===== src/rtl/hw5_truth_sweep.sv =====
// Truth-table sweep engine: walks {x,y,z} through 000..111, holds each
// pattern DWELL cycles, samples f at the end of each hold, then compares
// the captured table against a golden value and pulses done.
module hw5_truth_sweep #(
  parameter int unsigned DWELL = 4
) (
  input  logic       clk,
  input  logic       rst_n,
  input  logic       start,
  output logic       x,
  output logic       y,
  output logic       z,
  input  logic       f,
  input  logic [7:0] expected,
  output logic       busy,
  output logic       done,
  output logic [7:0] truth,
  output logic       match,
  output logic [7:0] sweeps
);

  localparam int unsigned CNT_W   = (DWELL > 1) ? $clog2(DWELL) : 1;
  localparam int unsigned IDX_W   = 3;
  localparam int unsigned TABLE_W = 8;

  typedef enum logic [1:0] {
    S_IDLE  = 2'd0,
    S_DRIVE = 2'd1,
    S_DONE  = 2'd2
  } state_e;

  localparam logic [CNT_W-1:0] CNT_LAST = CNT_W'(DWELL - 1);
  localparam logic [IDX_W-1:0] IDX_LAST = IDX_W'(7);

  state_e               state_q, state_d;
  logic [IDX_W-1:0]     idx_q, idx_d;
  logic [CNT_W-1:0]     cnt_q, cnt_d;
  logic [IDX_W-1:0]     pat_q, pat_d;
  logic                 busy_q, busy_d;
  logic                 done_q, done_d;
  logic [TABLE_W-1:0]   truth_q, truth_d;
  logic                 match_q, match_d;
  logic [TABLE_W-1:0]   sweeps_q, sweeps_d;

  // State and datapath registers; reset aborts any sweep in progress.
  always_ff @(posedge clk or negedge rst_n) begin
    if (!rst_n) begin
      state_q  <= S_IDLE;
      idx_q    <= '0;
      cnt_q    <= '0;
      pat_q    <= '0;
      busy_q   <= 1'b0;
      done_q   <= 1'b0;
      truth_q  <= '0;
      match_q  <= 1'b0;
      sweeps_q <= '0;
    end else begin
      state_q  <= state_d;
      idx_q    <= idx_d;
      cnt_q    <= cnt_d;
      pat_q    <= pat_d;
      busy_q   <= busy_d;
      done_q   <= done_d;
      truth_q  <= truth_d;
      match_q  <= match_d;
      sweeps_q <= sweeps_d;
    end
  end

  // Next-state and next-output logic; outputs are computed one edge ahead
  // so the driven pattern, busy and done all come straight from flops.
  always_comb begin
    state_d  = state_q;
    idx_d    = idx_q;
    cnt_d    = cnt_q;
    pat_d    = '0;
    busy_d   = 1'b0;
    done_d   = 1'b0;
    truth_d  = truth_q;
    match_d  = match_q;
    sweeps_d = sweeps_q;

    case (state_q)
      S_IDLE: begin
        if (start) begin
          state_d = S_DRIVE;
          idx_d   = '0;
          cnt_d   = '0;
          truth_d = '0;
          match_d = 1'b0;
          busy_d  = 1'b1;
          pat_d   = '0;
        end
      end

      S_DRIVE: begin
        busy_d = 1'b1;
        pat_d  = idx_q;
        if (cnt_q == CNT_LAST) begin
          cnt_d          = '0;
          truth_d[idx_q] = f;
          if (idx_q == IDX_LAST) begin
            // Bit 7 comes from the live f so match is not one sample stale.
            state_d  = S_DONE;
            busy_d   = 1'b0;
            done_d   = 1'b1;
            pat_d    = '0;
            match_d  = ({f, truth_q[6:0]} == expected);
            sweeps_d = sweeps_q + TABLE_W'(1);
          end else begin
            idx_d = idx_q + IDX_W'(1);
            pat_d = idx_q + IDX_W'(1);
          end
        end else begin
          cnt_d = cnt_q + CNT_W'(1);
        end
      end

      S_DONE: begin
        state_d = S_IDLE;
      end

      default: begin
        state_d = S_IDLE;
      end
    endcase
  end

  assign x      = pat_q[2];
  assign y      = pat_q[1];
  assign z      = pat_q[0];
  assign busy   = busy_q;
  assign done   = done_q;
  assign truth  = truth_q;
  assign match  = match_q;
  assign sweeps = sweeps_q;

endmodule


===== config.mk =====
export PLATFORM = sky130hd
export DESIGN_NAME = hw5_truth_sweep
export DESIGN_NICKNAME = d
export VERILOG_FILES = /design/src/rtl/hw5_truth_sweep.sv
export SDC_FILE = /design/constraint.sdc
export NUM_CORES = 1
export LEC_CHECK = 0
export BUFFER_PORTS_ARGS = -buffer_cell sky130_fd_sc_hd__buf_4
export CAP_MARGIN = 5
export CORE_MARGIN = 1
export CORE_UTILIZATION = 26
export DETAILED_ROUTE_END_ITERATION = 10
export GPL_ROUTABILITY_DRIVEN = 0
export PLACE_DENSITY = 0.56
export SYNTH_ARGS = -nofsm -noshare
export SYNTH_HDL_FRONTEND = slang
export SYNTH_SLANG_ARGS = --single-unit

===== constraint.sdc =====
create_clock -name clk -period 3.13 [get_ports clk]
set_input_delay 0.313 -clock clk [delete_from_list [all_inputs] [get_ports clk]]
set_output_delay 0.313 -clock clk [all_outputs]
set_load 0.03 [all_outputs]

==> flow_summary.ini <==
[layout]
area_delta_synth_final_pct = 29.88
postLayoutCoreUtil_pct = 35.93
finish.instance_area_um2 = 1882
drive_above_1_share_pct = 27.71
final_nets = 182
stdcell_count = 236
n_antenna_cell = 0

[yosys]
synth_top_area_cell = dfrtp_1
ys_ff_latch = 29
synth_area_leaders = dfrtp_1 50%, xnor2_1 8.5%, o21ai_0 5.2%
synth_top_family_by_area = compound AO/OA/AOI/OAI gates
ys_seq_area_share_pct = 50.09
synth-main-ff-cell = dfrtp_1
synth_fa_ha_area_share_pct = 4.318
synth_compound_area_share_pct = 16.84
synth_edf_count = 0
netlist_instances = 132
synth_most_common_cell = dfrtp_1
yosysTopAreaCellShare_pct = 50.09
synth-simple-area-share_pct = 12.95
synth_common_cells = 29 x dfrtp_1, 15 x o21ai_0, 14 x xnor2_1, 6 x a22o_1, 6 x a31oi_1
synth_nets = 149
syn_area_um2 = 1449
yosys_warnings = 0
synth-xor-area-share_pct = 9.067
synth_mux_area_share_pct = 3.022
synth_cell_types = 34
syn_avg_cell_area_um2 = 10.98
async_flop_share_pct = 100.0

[route]
drt_iter0_drc = 52
drtAntennaViolNets = 0
drt_wl_total_mm = 3.104
via_per_inst = 4.631
vias = 1093
drc = 0
routedWlPerCell_um = 13.15
first_pass_iters = 4

[clock_network]
clkSinkCount = 29
cts_tree = done
root_buffer = clkbuf_8
clockBufferDepth = 2
clkLatencyLatePin_ns = 0.28
path_clk_slew_ns = 0.07
cts.htree.levels = 2
cts_inserted_buffers = 5

[place]
dp_hpwl_mm = 2.167
port_buffers = 33
dp.cells = 227
placedInstanceArea_um2 = 1738
dp_slack_ns = 1.093

[sta]
timing.final.crit_share_pct = 66.64
maxSlewHeadroom_pct = 61.56
min_period_ns = 2.086
fmax_mhz = 479.4
rsz0062_at_grt = false
setup_viol = 0
slew_violations = 0
tightest_slew_ns = 0.5754
setup_ws_ns = 1.044
skew_ns = 0.004687
timing.setup.tns_ns = 0
holdWs_ns = 0.3709
hold_viol = 0

[die]
die_w_um = 76.65
die_area_um2 = 5875
num_io_pins = 34
rows = 26
die_h_um = 76.65
start_util_pct = 27.66
design.core.area_um2 = 5238

[worst_hold_path]
hold_depth = 4
hold_end = match
hold_start = expected[5]
hold_path_class = in -> reg

[pwr]
combPwrFrac_pct = 39.8
powerDensity_nw_per_um2 = 952.9
p_leak_nw = 0.8626
finalPower_mw = 1.793
ir_drop_mv = 0.3311
clkPwrFrac_pct = 25.8
switchingPower_mw = 0.6800
pwr-share-seq_pct = 34.5
internal-power_mw = 1.113
switching_share_pct = 37.92

[grt]
grt_max_degree = 30
grt_usage_pct = 11.39
antenna_found_initial = 0
overflow = 0
grt_pass1_vias = 1059
grt_pass1_wl_mm = 5.230

[setup_path]
criticalPathCategory = reg -> reg
arrival_ns = 2.25
reg2reg_to = sweeps[7]
path_max_fanout = 14
end_kind = flop
r2r_slack_ns = 1.04
worst_r2r_path_depth = 6
r2r_start = idx_q[1]
cp_data_required_time_ns = 3.29
cp-start-kind = flop

[status]
status = finished clean

[job]
maxCapViolCount = 0
## sequential cells by signal, summed over array words and instances, names as in the netlist, 2 cells and up
signal,flops
sweeps,8
truth,8
idx_q,3
pat_q,3
cnt_q,2
state_q,2
## cells in the final DEF, fill, tap and decap left out, types with 2 or more instances in the layout
cell type  instances
a21oi_1            2
a22o_1             6
a31oi_1            6
and2_1             2
buf_4             33
bufinv_16          2
clkbuf_8           5
dfrtp_1           29
ha_1               5
inv_1              2
mux2_2             3
nand2_1            5
nand2b_1           4
nand3_1            3
nand4_1            3
nor2_1             4
o21a_1             3
o21ai_0           15
o21bai_1           2
o31ai_1            3
xnor2_1           14
## kinds of logic after synthesis
group           count (synthesis)
simple gates                   31
xor+xnor                       15
mux                             4
fa+ha+maj                       5
flops                          29
compound gates                 38
buf+inv                        10
## metal layers
layer  up-vias  global-route usage (%)  part of all wire, %
li1        548                       -                    -
met4         0                   4.615                 0.81
met2        22                   16.49                   43
met1       519                   15.78                   52
met5         -                       0                    0
met3         4                   3.333                  3.9
## power by group through the flow
stage	registers (mW)	logic, mW	clock network [mW]
3_3_place_gp	0.623	0.720	0
2_1_floorplan	0.699	0.408	0
4_1_cts	0.619	0.718	0.471
3_5_place_dp	0.622	0.711	0
5_1_grt	0.641	0.782	0.492
6_report	0.618	0.713	0.462
## critical path, stage by stage (launching register included)
cell     delay, ns
dfrtp_1       0.60
ha_1          0.26
ha_1          0.22
and4b_1       0.37
and4_4        0.28
nand4_2       0.10
xnor2_1       0.13
## worst max-delay path by stage
stage          startpoint   endpoint  slack, ns  cells after the start
2_1_floorplan    idx_q[1]  sweeps[7]       1.49                      7
3_3_place_gp     idx_q[1]  sweeps[7]       1.17                      6
3_5_place_dp     idx_q[1]  sweeps[7]       1.09                      6
4_1_cts          idx_q[1]  sweeps[7]       1.07                      6
5_1_grt          idx_q[1]  sweeps[6]       0.91                      6
6_report         idx_q[1]  sweeps[7]       1.04                      6
## cell type report
class | count | area, um^2
well taps | 70 | 87.58
multi-input cells | 93 | 669.4
fillers | 524 | 3356
flip-flops and latches | 29 | 725.7
repair buffers | 34 | 257.7
clock buffers | 5 | 68.82
inverters | 2 | 7.507
clock inverters | 3 | 65.06
## what timing repair did
item | CTS | global route
hold endpoints to repair | 29 | 0
setup buffers | 0 | 0
resized for setup | 0 | 0
hold buffers | 1 | 0
endpoints found under the setup margin | 0 | 0
No activity file was read; power rests on OpenSTA's default activity.
